<file path="src/rtl/sli_rst_seq_pkg.sv">
// rtl/sli_rst_seq_pkg.sv - shared types and helpers for the sli_rst_seq reset sequencer
// Contents: sequencer state enum, timer width helper, channel count limit.
package sli_rst_seq_pkg;

  localparam int MAX_CH = 32;

  typedef enum logic [1:0] {
    HOLD      = 2'd0,
    RELEASE   = 2'd1,
    DONE      = 2'd2,
    SW_ASSERT = 2'd3
  } state_e;

  // Timer must hold the larger of the two load values.
  function automatic int cnt_width(input int hold, input int gap);
    int m;
    m = (hold > gap) ? hold : gap;
    return $clog2(m + 1);
  endfunction

endpackage

</file>
<file path="src/rtl/sli_rst_seq_timer.sv">
// rtl/sli_rst_seq_timer.sv - loadable down-counter shared by hold and gap timing
// Ports:
//   clk, nreset   clock and synchronous active-low reset (counter resets to RST_VAL)
//   load/load_val reload the counter on this edge (takes priority over counting)
//   en            count down while nonzero
//   expire        high for the enabled cycle in which the counter sits at zero
module sli_rst_seq_timer #(
  parameter int           W       = 5,
  parameter logic [W-1:0] RST_VAL = '0
) (
  input  logic         clk,
  input  logic         nreset,
  input  logic         load,
  input  logic [W-1:0] load_val,
  input  logic         en,
  output logic         expire
);

  logic [W-1:0] cnt_q;

  always_ff @(posedge clk) begin
    if (!nreset) begin
      cnt_q <= RST_VAL;
    end else if (load) begin
      cnt_q <= load_val;
    end else if (en && (cnt_q != '0)) begin
      cnt_q <= cnt_q - W'(1);
    end
  end

  assign expire = en && (cnt_q == '0);

endmodule

</file>
<file path="src/rtl/sli_rst_seq.sv">
// rtl/sli_rst_seq.sv - per-domain reset sequencer with software reset handshake
// Releases NUM_CH active-low resets in ascending order after HOLD_CYCLES, spaced
// by GAP_CYCLES. A four-phase sw_rst_req/sw_rst_ack handshake re-runs the sequence.
// Optional macro SLI_RST_SEQ_REVERSE_ASSERT_EN: software reset asserts channels in
// descending order, GAP_CYCLES apart, instead of all at once.
// Ports:
//   clk         sole clock
//   nreset      global synchronous active-low reset
//   sw_rst_req  software reset request (level)
//   sw_rst_ack  software reset acknowledge (level, registered)
//   ch_nreset   per-channel active-low resets (registered)
//   seq_done    high while all channels are released
//   busy        high while a hold/release/assert sequence runs
module sli_rst_seq
  import sli_rst_seq_pkg::*;
#(
  parameter int NUM_CH      = 4,
  parameter int HOLD_CYCLES = 16,
  parameter int GAP_CYCLES  = 4
) (
  input  logic              clk,
  input  logic              nreset,
  input  logic              sw_rst_req,
  output logic              sw_rst_ack,
  output logic [NUM_CH-1:0] ch_nreset,
  output logic              seq_done,
  output logic              busy
);

  localparam int CW = cnt_width(HOLD_CYCLES, GAP_CYCLES);
  localparam int IW = (NUM_CH > 1) ? $clog2(NUM_CH) : 1;

  // After global reset the first edge with nreset=1 is the first hold cycle, so
  // the reset edge loads the full count. A software accept edge is itself that
  // first hold cycle, hence one less. A gap load on a release edge counts the
  // following GAP_CYCLES edges, the last of which releases the next channel.
  localparam logic [CW-1:0] HOLD_LOAD   = CW'(HOLD_CYCLES);
  localparam logic [CW-1:0] HOLD_RELOAD = CW'(HOLD_CYCLES - 1);
  localparam logic [CW-1:0] GAP_LOAD    = CW'(GAP_CYCLES - 1);
  localparam logic [IW-1:0] LAST_IDX    = IW'(NUM_CH - 1);

  state_e            state_q, state_d;
  logic [IW-1:0]     idx_q, idx_d;
  logic [NUM_CH-1:0] ch_q, ch_d;
  logic              done_q, done_d;
  logic              busy_q, busy_d;
  logic              ack_q, ack_d;
  logic              act_q, act_d;    // accepted software request awaiting ack
  logic              finish;
  logic              t_load, t_en, t_expire;
  logic [CW-1:0]     t_val;

  sli_rst_seq_timer #(
    .W       (CW),
    .RST_VAL (HOLD_LOAD)
  ) u_timer (
    .clk      (clk),
    .nreset   (nreset),
    .load     (t_load),
    .load_val (t_val),
    .en       (t_en),
    .expire   (t_expire)
  );

  always_ff @(posedge clk) begin
    if (!nreset) begin
      state_q <= HOLD;
      idx_q   <= '0;
      ch_q    <= '0;
      done_q  <= 1'b0;
      busy_q  <= 1'b1;
      ack_q   <= 1'b0;
      act_q   <= 1'b0;
    end else begin
      state_q <= state_d;
      idx_q   <= idx_d;
      ch_q    <= ch_d;
      done_q  <= done_d;
      busy_q  <= busy_d;
      ack_q   <= ack_d;
      act_q   <= act_d;
    end
  end

  always_comb begin
    state_d = state_q;
    idx_d   = idx_q;
    ch_d    = ch_q;
    done_d  = done_q;
    busy_d  = busy_q;
    ack_d   = ack_q;
    act_d   = act_q;
    finish  = 1'b0;
    t_load  = 1'b0;
    t_en    = 1'b0;
    t_val   = GAP_LOAD;

    if (ack_q && !sw_rst_req) begin
      ack_d = 1'b0;
    end

    case (state_q)
      HOLD: begin
        t_en = 1'b1;
        if (t_expire) begin
          ch_d[0] = 1'b1;
          if (NUM_CH == 1) begin
            finish = 1'b1;
          end else begin
            state_d = RELEASE;
            idx_d   = IW'(1);
            t_load  = 1'b1;
            t_val   = GAP_LOAD;
          end
        end
      end

      RELEASE: begin
        t_en = 1'b1;
        if (t_expire) begin
          ch_d[idx_q] = 1'b1;
          if (idx_q == LAST_IDX) begin
            finish = 1'b1;
          end else begin
            idx_d  = idx_q + IW'(1);
            t_load = 1'b1;
            t_val  = GAP_LOAD;
          end
        end
      end

      DONE: begin
        // A raised ack blocks re-acceptance until the requester drops req.
        if (sw_rst_req && !ack_q) begin
          act_d  = 1'b1;
          done_d = 1'b0;
          busy_d = 1'b1;
          t_load = 1'b1;
`ifdef SLI_RST_SEQ_REVERSE_ASSERT_EN
          ch_d[NUM_CH-1] = 1'b0;
          if (NUM_CH == 1) begin
            state_d = HOLD;
            idx_d   = '0;
            t_val   = HOLD_RELOAD;
          end else begin
            state_d = SW_ASSERT;
            idx_d   = IW'(NUM_CH - 2);
            t_val   = GAP_LOAD;
          end
`else
          ch_d    = '0;
          state_d = HOLD;
          idx_d   = '0;
          t_val   = HOLD_RELOAD;
`endif
        end
      end

`ifdef SLI_RST_SEQ_REVERSE_ASSERT_EN
      SW_ASSERT: begin
        t_en = 1'b1;
        if (t_expire) begin
          ch_d[idx_q] = 1'b0;
          t_load      = 1'b1;
          if (idx_q == '0) begin
            state_d = HOLD;
            t_val   = HOLD_RELOAD;
          end else begin
            idx_d = idx_q - IW'(1);
            t_val = GAP_LOAD;
          end
        end
      end
`endif

      default: begin
        // Unreachable encoding: restart the hold phase with all channels held.
        state_d = HOLD;
        idx_d   = '0;
        ch_d    = '0;
        done_d  = 1'b0;
        busy_d  = 1'b1;
        t_load  = 1'b1;
        t_val   = HOLD_RELOAD;
      end
    endcase

    // Last channel released: report completion and answer any pending request.
    if (finish) begin
      state_d = DONE;
      done_d  = 1'b1;
      busy_d  = 1'b0;
      if (act_q) begin
        ack_d = 1'b1;
        act_d = 1'b0;
      end
    end
  end

  assign ch_nreset  = ch_q;
  assign seq_done   = done_q;
  assign busy       = busy_q;
  assign sw_rst_ack = ack_q;

endmodule

</file>
<file path="config.mk">
export PLATFORM = sky130hd
export DESIGN_NAME = sli_rst_seq
export DESIGN_NICKNAME = d
export VERILOG_FILES = /design/src/rtl/sli_rst_seq_pkg.sv /design/src/rtl/sli_rst_seq_timer.sv /design/src/rtl/sli_rst_seq.sv
export SDC_FILE = /design/constraint.sdc
export NUM_CORES = 1
export LEC_CHECK = 0
export BUFFER_PORTS_ARGS = -buffer_cell sky130_fd_sc_hd__buf_4
export CAP_MARGIN = 5
export CORE_ASPECT_RATIO = 0.8
export CORE_UTILIZATION = 50
export DETAILED_ROUTE_END_ITERATION = 10
export PLACE_DENSITY = 0.72
export SYNTH_ARGS = -nofsm -noshare
export SYNTH_HDL_FRONTEND = slang
export SYNTH_SLANG_ARGS = --single-unit
export TNS_END_PERCENT = 50
</file>
<file path="constraint.sdc">
create_clock -name clk -period 4.3 [get_ports clk]
set_input_delay 0.86 -clock clk [delete_from_list [all_inputs] [get_ports clk]]
set_output_delay 0.86 -clock clk [all_outputs]
set_load 0.02 [all_outputs]
</file>
==> metrics.txt, run 1 <==
final worst path period share=0.413; Crit Path Max Fanout=7; postcts setup bufs=0; list of most frequent post-synthesis cells=dfxtp_1, nand2_1, a21oi_1, ha_1; Comb power frac=0.279; asr flop ratio synth=0; Final nets=113; Critical Path Sink Type=flip-flop; n_diodes=0; worst min-delay path class=flip-flop to flip-flop; Hold Crit Depth=2; setup_tns=0 ns; via count of the first global-routing pass=587; Iter 0 DRT Violations=26; max capacitance violation total=0; FF-to-FF Start=u_timer.cnt_q[0]$_SDFFE_PN0P_; YS warnings=0; gpl congestion=0.782; Fin. Hold Viols=0; Detail Route Antenna Nets=0; Routed WL=1620 um; Reg2Reg Setup Slack=2.53 ns; most frequent cell after synthesis=dfxtp_1; syn_nets=102; DPL Wire Length=1180 um; Tmin final=1.77 ns; first-pass GRT wire length=2640 um; Cell Area, Synth=830 um^2; Reg power frac=0.517; post-cts resize count=0; Max Transition Viols Final=0; Reg area=340 um^2; Worst-Margin Slew=0.524 ns; Reg clk slew, reported paths=0.09 ns; CTS sink count=17; ranking of synthesized cells by area=dfxtp_1, ha_1, nand2_1; Rel. slew slack=0.648; # H-tree levels=1; Seq/Total Area, Yosys=0.410; die height=38.4 um; Power Internal=274 uW; routed vias/inst=5.74; die width=47.5 um; full die area=0.00183 mm^2; share of layout cells above drive strength 1=0.165; sw frac=0.337; Final Instance Area=937 um^2; Area growth syn-to-layout=13.0%; Psw=139 uW; dpl cell area=911 um^2; First-pass DRT Iterations=4; PwrDens=441 mW/mm^2; Max clock buf depth=2; Setup crit start kind=flip-flop; Critical R2R Capture=u_timer.cnt_q[1]$_SDFFE_PN0P_; HP Start=ch_nreset[3]$_SDFFE_PN0P_; Global Route Usage Sum=0.217; Critical Path AT=1.97 ns; number of core rows=12; total congestion overflow=0; Vias=712; Hold Buf Count CTS=0; initial antenna violation count=0; Synth Instances=93; CTS tree=built; input/output buffers=9; Final Skew=0.000832 ns; Yosys reg bits=17; largest net degree at the start of global routing=17; share of the synthesized area in the top cell type=0.410; CP Data Required Time=4.49 ns; Clock Root Buffer=clkbuf_4; number of enable flip-flop cells after synthesis=0; post-synthesis area per instance=8.92 um^2; peak supply drop=0.000316 V; Placeable Area=0.00147 mm^2; count of different cell masters after synthesis=35; total CTS buffers=3; clock latency at the later pin of the worst-skew pair=0.29 ns; DRC=0; RSZ-0062 raised after global routing=no; Initial Util=0.564; Finish-stage setup viols=0; WL/cell=13.0 um; Worst Hold End=ch_nreset[3]$_SDFFE_PN0P_; clock share of power=0.203; Filler cells=154; I/O pins=10; Peak Freq=564 MHz; static leakage=0.000374 uW; top_reg_cell synth=dfxtp_1; CP Class=flip-flop to flip-flop; Yosys top cell by area=dfxtp_1; footprint of the multi-input gates=458 um^2; outcome=completed; worst r2r path cells=6
## cells in the final DEF, fill, tap and decap left out, types with 3 or more instances in the layout
master,n
nor4b_1,3
buf_4,9
nand3_1,4
a21oi_1,6
dfxtp_1,17
nand2_1,10
nor2_1,4
ha_1,6
nand4_1,3
clkbuf_4,3
inv_1,4
## power groups by stage
stage	Clock, uW	Combinational [uW]	Sequential (uW)
6_report	84.1	115	214
5_1_grt	94.6	132	219
4_1_cts	89.4	115	213
3_5_place_dp	0	114	217
3_3_place_gp	0	113	215
2_1_floorplan	0	95.4	207
## layout make-up
class                   count  area share
inverters                   5      0.0200
clock buffers               4      0.0280
multi-input cells          68       0.489
well taps                  21      0.0280
repair buffers              9      0.0721
flip-flops and latches     17       0.363
## sequential cells by signal, indices dropped and copies added, names as in the netlist
register / cells
act_q: 1
busy: 1
ch_nreset: 4
idx_q: 2
seq_done: 1
state_q: 2
sw_rst_ack: 1
u_timer.cnt_q: 5
## how the worst max path moves through the flow
| stage | from | end | slack [ns] | cells past startpoint |
|---|---|---|---|---|
| 3_5_place_dp | sw_rst_req | u_timer.cnt_q[1]$_SDFFE_PN0P_ | 2.25 | 5 |
| 3_3_place_gp | sw_rst_req | u_timer.cnt_q[1]$_SDFFE_PN0P_ | 2.27 | 5 |
| 5_1_grt | u_timer.cnt_q[0]$_SDFFE_PN0P_ | u_timer.cnt_q[1]$_SDFFE_PN0P_ | 2.43 | 6 |
| 2_1_floorplan | sw_rst_req | u_timer.cnt_q[1]$_SDFFE_PN0P_ | 2.57 | 4 |
| 4_1_cts | u_timer.cnt_q[0]$_SDFFE_PN0P_ | u_timer.cnt_q[0]$_SDFFE_PN0P_ | 2.55 | 6 |
| 6_report | u_timer.cnt_q[0]$_SDFFE_PN0P_ | u_timer.cnt_q[1]$_SDFFE_PN0P_ | 2.53 | 6 |
## kinds of logic after synthesis
| logic type | Yosys count | synth area share |
|---|---|---|
| and+or+nand+nor | 40 | 0.272 |
| AOI/OAI and AO/OA | 20 | 0.164 |
| DFF | 17 | 0.410 |
| buffers and inverters | 8 | 0.0377 |
| adders and majority gates | 6 | 0.0905 |
| muxes | 2 | 0.0256 |
## through the flow
| step | setup slack, ns | total power (uW) | cells | utilization | hold slack [ns] |
|---|---|---|---|---|---|
| after global routing | 2.43 | 446 | 124 | 0.637 | 0.485 |
| after CTS | 2.55 | 418 | 124 | 0.637 | 0.464 |
| after floorplan | 2.57 | 303 | 93 | - | 0.468 |
| after global placement | 2.27 | 328 | 120 | 0.619 | 0.451 |
| final | 2.53 | 413 | 124 | 0.637 | 0.459 |
| after detailed placement | 2.25 | 331 | 120 | 0.619 | 0.449 |
## critical path: stages (launching register included)
cell and delay [ns]:
dfxtp_1 0.34, inv_1 0.10, ha_1 0.20, or4b_1 0.59, a21oi_1 0.22, a31oi_1 0.06, o21a_1 0.17
## layer usage
| layer | vias up | GRT usage | wire, um |
|---|---|---|---|
| li1 | 360 | - | - |
| met4 | 0 | 0.0833 | 11 |
| met1 | 335 | 0.309 | 876 |
| met2 | 15 | 0.288 | 671 |
| met3 | 2 | 0.0849 | 58 |
| met5 | - | 0 | 0 |
Note: power is estimated with default switching activity, not from simulation.
==> run 2, diff against run 1 <==
Settings changed: ABC_AREA set to 1, PLACE_DENSITY 0.72 to 0.74.
Clock period 4.3 ns to 1.5 ns, I/O delays scaled along.
==> metrics.txt, run 2 <==
share of layout cells above drive strength 1=0.296 (+0.131); Vias=791 (+11%); Largest register FFs=5 (unchanged); share of the synthesized area in the top cell type=0.369 (-0.0417); die width=50.0 um (+5.3%); number of core rows=13 (+1); Final Instance Area=0.00109 mm^2 (+16%); DRC=0 (unchanged); Max Transition Viols Final=0 (unchanged); # H-tree levels=1 (unchanged); Iter 0 DRT Violations=22 (-15%); Clock Root Buffer=clkbuf_4; met2 usage=0.360 (+0.0723); die height=40.4 um (+5.2%); Psw=647 uW (+370%); most frequent cell after synthesis=nand2_1; static leakage=0.000484 uW (+29%); WL/cell=11.8 um (-9.5%); largest net degree at the start of global routing=10 (-7); Worst-Margin Slew=0.296 ns (-0.228 ns); max capacitance violation total=0 (unchanged); CTS tree=built; CP dominant cell by count=inv_1; post-synthesis area per instance=7.57 um^2 (-15%); Max clock buf depth=2 (unchanged); number of enable flip-flop cells after synthesis=0 (unchanged); Power Internal=918 uW (+230%); commonest non-fill, non-tap cell in the layout=nand2_1; asr flop ratio synth=0 (unchanged); Final Skew=0.000736 ns (-0.0000958 ns); count of different cell masters after synthesis=25 (-29%); fin cells=157 (+27%); sw frac=0.414 (+0.0771); Most flops, register=u_timer.cnt_q; Yosys reg bits=17 (unchanged); peak supply drop=0.00101 V (+220%); YS warnings=0 (unchanged); Peak Freq=715 MHz (+27%); outcome=completed; Setup crit start kind=flip-flop; Crit Path Max Fanout=7 (unchanged); Routed WL=1860 um (+15%); Placeable Area=0.00168 mm^2 (+14%); Yosys top cell by area=dfxtp_1; hold_ws=0.252 ns (-0.207 ns); I/O pins=10 (unchanged); Detail Route Antenna Nets=0 (unchanged); Finish-stage setup viols=0 (unchanged); total CTS buffers=3 (unchanged); Comb power frac=0.450 (+0.171); Initial Util=0.551 (-0.0126); Reg power frac=0.395 (-0.122); Fin. Hold Viols=0 (unchanged); ranking of synthesized cells by area=dfxtp_1, nand2_1, ha_1; CP max-delay cell=dfxtp_1; list of most frequent post-synthesis cells=nand2_1, dfxtp_1, nor2_1; PwrDens=1440 mW/mm^2 (+230%); DPL Wire Length=1400 um (+19%); Rel. slew slack=0.803 (+0.154); Final nets=145 (+28%); postcts setup bufs=0 (unchanged); via count of the first global-routing pass=714 (+22%); worst r2r path cells=9 (+3); Synth Instances=122 (+31%); Critical Path AT=1.59 ns (-0.38 ns); Critical Path Sink Type=flip-flop; most used routing layer in global routing=met2; Seq/Total Area, Yosys=0.369 (-0.0417); first-pass GRT wire length=3020 um (+14%); CTS sink count=17 (unchanged); Filler cells=152 (-1.3%); clock share of power=0.155 (-0.048); met1 GRT Util=0.256 (-0.0534); initial antenna violation count=0 (unchanged); Reg clk slew, reported paths=0.09 ns (about the same); GR Util met3=0.0682 (-0.0167); Cell Area, Synth=923 um^2 (+11%); CP cell instances=inv_1, ha_2, inv_1, nor2_4, nand2_2, nand2_4, nand3_4, a21oi_1, nor2_1; final worst path period share=0.933 (+0.520); gpl congestion=0.840 (+7.5%); footprint of the multi-input gates=547 um^2 (+19%); syn_nets=131 (+28%); Reg area=340 um^2 (unchanged); n_diodes=0 (unchanged); Area growth syn-to-layout=18.0%; First-pass DRT Iterations=4 (unchanged); worst min-delay path class=input port to flip-flop; Critical Path Max Stage Delay=0.33 ns (-0.26 ns); dpl cell area=0.00102 mm^2 (+12%); clock latency at the later pin of the worst-skew pair=0.29 ns (about the same); full die area=0.00202 mm^2 (+11%); total congestion overflow=0 (unchanged); Tmin final=1.40 ns (-0.375 ns); CP Data Required Time=1.69 ns (-2.80 ns); top_reg_cell synth=dfxtp_1; most frequent cells in the layout=nand2_1, dfxtp_1, nor2_1; Hold Crit Depth=2 (unchanged); placed cells=153 (+28%); routed vias/inst=5.04 (-12%); Global Route Usage Sum=0.212 (-0.00515); input/output buffers=9 (unchanged); CP Class=flip-flop to flip-flop
==> run 2: critical path, delay by kind of cell, from the launching register on <==
family,cells,cell delay [ns]
compound gates,1,0.15
fa+ha+maj,1,0.18
flops,1,0.33
buf+inv,2,0.15
simple gates,5,0.49
==> run 2: kinds of logic after synthesis <==
group,Yosys count,share of synthesized area
adders and majority gates,6,0.0813
DFF,17,0.369
buffers and inverters,21,0.0881
xor gates and xnor gates,3,0.0285
AOI/OAI and AO/OA,19,0.117
and+or+nand+nor,56,0.317
==> run 2: worst paths after layout <==
check                                startpoint                             to  slack (ns)
hold reg to reg       ch_nreset[2]$_SDFFE_PN0P_      ch_nreset[2]$_SDFFE_PN0P_        0.45
setup reg to reg  u_timer.cnt_q[0]$_SDFFE_PN0P_  u_timer.cnt_q[3]$_SDFFE_PN0P_        0.10
setup / recovery  u_timer.cnt_q[0]$_SDFFE_PN0P_  u_timer.cnt_q[3]$_SDFFE_PN0P_        0.10
hold / removal                           nreset  u_timer.cnt_q[4]$_SDFFE_PN1P_        0.25
==> run 2: per-layer routing <==
| metal | vias up | wire length [um] |
|---|---|---|
| met5 | - | 0 |
| met4 | 0 | 21 |
| met3 | 4 | 92 |
| met2 | 19 | 884 |
| met1 | 355 | 857 |
| li1 | 413 | - |
==> run 2: layout make-up <==
cell class / instances / share of cell area
multi-input combinational: 84 / 0.502
sequential: 17 / 0.312
inverter: 21 / 0.0746
timing repair buffer: 9 / 0.0620
tap: 22 / 0.0253
clock buffer: 4 / 0.0241
==> run 2: power by group through the flow <==
stage	logic, uW	clock network, uW	registers, uW
CTS	629	254	610
global route	799	276	627
finish	704	242	619
global placement	606	0	617
detailed placement	624	0	620
floorplan	505	0	613
==> run 2: timing repair <==
action	CTS	global route
hold buffers	0	0
endpoints found under the setup margin	0	10
resized for setup	0	11
==> run 2: per-stage QoR <==
| stage | power [uW] | setup TNS, ns | util | setup WS (ns) |
|---|---|---|---|---|
| 2_1_floorplan | 1120 | 0 | - | 0.183 |
| 3_3_place_gp | 1220 | 0 | 0.608 | 0.135 |
| 3_5_place_dp | 1240 | 0 | 0.608 | 0.0966 |
| 4_1_cts | 1490 | 0 | 0.624 | 0.0735 |
| 5_1_grt | 1700 | -0.0207 | 0.650 | -0.0207 |
| 6_report | 1560 | 0 | 0.650 | 0.101 |
==> run 3, diff against run 2 <==
Settings changed: ABC_AREA 1 to unset, CORE_UTILIZATION 50 to 49, PLACE_DENSITY 0.74 to 0.84, SLEW_MARGIN set to 40.
==> metrics.txt, run 3 (synthesized netlist as in run 1, its figures left out) <==
# H-tree levels=1 (unchanged); Rel. slew slack=0.650 (-0.152); CTS sink count=17 (unchanged); CP Data Required Time=1.69 ns (about the same); largest net degree at the start of global routing=17 (+7); Iter 0 DRT Violations=17 (-23%); Worst-Margin Slew=0.521 ns (+0.225 ns); Most flops, register=u_timer.cnt_q; Largest register FFs=5 (unchanged); Max Transition Viols Final=0 (unchanged); first-pass GRT wire length=3170 um (+5.3%); Finish-stage setup viols=4 (+4); Placeable Area=0.00149 mm^2 (-11%); WL/cell=14.5 um (+22%); Hold Crit Depth=3 (+1); via count of the first global-routing pass=693 (-2.9%); die width=48 um (-4.1%); input/output buffers=9 (unchanged); total CTS buffers=3 (unchanged); number of core rows=12 (-1); worst min-delay path class=input port to flip-flop; Critical Path Sink Type=flip-flop; Clock Root Buffer=clkbuf_4; Area growth syn-to-layout=29.3%; Peak Freq=642 MHz (-10%); static leakage=0.000448 uW (-7.3%); clock latency at the later pin of the worst-skew pair=0.30 ns (about the same); total congestion overflow=0 (unchanged); gpl congestion=0.873 (+3.9%); peak supply drop=0.00113 V (+12%); commonest non-fill, non-tap cell in the layout=buf_4; Setup crit start kind=flip-flop; most frequent cells in the layout=buf_4, dfxtp_1, nand2_1; postcts setup bufs=0 (unchanged); worst r2r path cells=6 (-3); CP Class=flip-flop to flip-flop; PwrDens=1260 mW/mm^2 (-12%); DPL Wire Length=1500 um (+7.6%); initial antenna violation count=0 (unchanged); n_diodes=0 (unchanged); fin util=0.721 (+0.0709); outcome=complete, but fails checks; routed vias/inst=5.63 (+12%); die height=38.8 um (-4.0%); Detail Route Antenna Nets=0 (unchanged); Max clock buf depth=2 (unchanged); final worst path period share=1.04 (+0.106); Critical Path AT=1.75 ns (+0.16 ns); Setup WS post-layout=-0.0584 ns (-0.160 ns); placed cells=132 (-14%); Reg clk slew, reported paths=0.10 ns (about the same); CTS tree=built; First-pass DRT Iterations=4 (unchanged); Total Power=1350 uW (-14%); Final nets=125 (-14%); Initial Util=0.558 (+0.00692); fin cells=136 (-13%); full die area=0.00186 mm^2 (-8.0%); Routed WL=1970 um (+6.1%); DRC=0 (unchanged); Crit Path Max Fanout=7 (unchanged); I/O pins=10 (unchanged); Global Route Usage Sum=0.262 (+0.0496); RSZ-0062 raised after global routing=yes; Final Skew=0.00623 ns (+0.00550 ns); failing checks=setup timing; Tmin final=1.56 ns (+0.160 ns); max capacitance violation total=0 (unchanged); Fin. Hold Viols=0 (unchanged); Vias=765 (-3.3%); share of layout cells above drive strength 1=0.357 (+0.0602)
-- run 3: where the power goes --
group / switching (uW) / total (uW) / internal, uW / leakage (uW)
Sequential: 98.5 / 621 / 523 / 0.000140
Combinational: 219 / 481 / 262 / 0.000291
Clock: 147 / 246 / 99.5 / 0.0000177
-- run 3: through the flow --
stage	cell area [um^2]	setup WS, ns	hold WS (ns)	setup TNS (ns)
6_report	1070	-0.0584	0.254	-0.161
5_1_grt	1070	-0.147	0.274	-0.705
4_1_cts	1060	-0.0579	0.254	-0.166
3_5_place_dp	1030	-0.141	0.446	-0.476
3_3_place_gp	1030	-0.0322	0.443	-0.0422
2_1_floorplan	865	-0.0357	0.445	-0.0788
-- run 3: final timing paths --
kind / slack (ns) / end / from
worst min register to register: 0.46 / seq_done$_SDFFE_PN0P_ / seq_done$_SDFFE_PN0P_
worst min-delay path: 0.25 / sw_rst_ack$_SDFF_PN0_ / sw_rst_req
worst max register to register: -0.06 / u_timer.cnt_q[1]$_SDFFE_PN0P_ / u_timer.cnt_q[0]$_SDFFE_PN0P_
worst max-delay path: -0.06 / u_timer.cnt_q[1]$_SDFFE_PN0P_ / u_timer.cnt_q[0]$_SDFFE_PN0P_
-- run 3: area by class of cell --
| class | count | area (um^2) |
|---|---|---|
| repair buffers | 21 | 158 |
| flip-flops and latches | 17 | 344 |
| well taps | 21 | 26.3 |
| multi-input cells | 68 | 495 |
| clock buffers | 3 | 22.5 |
| fillers | 111 | 414 |
| inverters | 5 | 21.3 |
| clock inverters | 1 | 5.00 |
-- run 3: worst max-delay path, cell delays in order (launching register included) --
cell and delay [ns]:
dfxtp_2 0.35, inv_4 0.07, ha_4 0.13, or4b_4 0.52
a21oi_2 0.16, a31oi_1 0.05, o21a_1 0.17
-- run 3: what timing repair did --
| item | in CTS | in global routing |
|---|---|---|
| hold buffers | 0 | 0 |
| resized for setup | 1 | 3 |
| pin swaps | 0 | 3 |
| setup endpoints to repair | 7 | 13 |
-- run 3: routing by layer --
metal	part of all wire	vias up	global-route usage
li1	-	383	-
met1	0.46	364	0.340
met2	0.49	14	0.405
met3	0.036	4	0.0841
met4	0.013	0	0.0833
met5	0	-	0
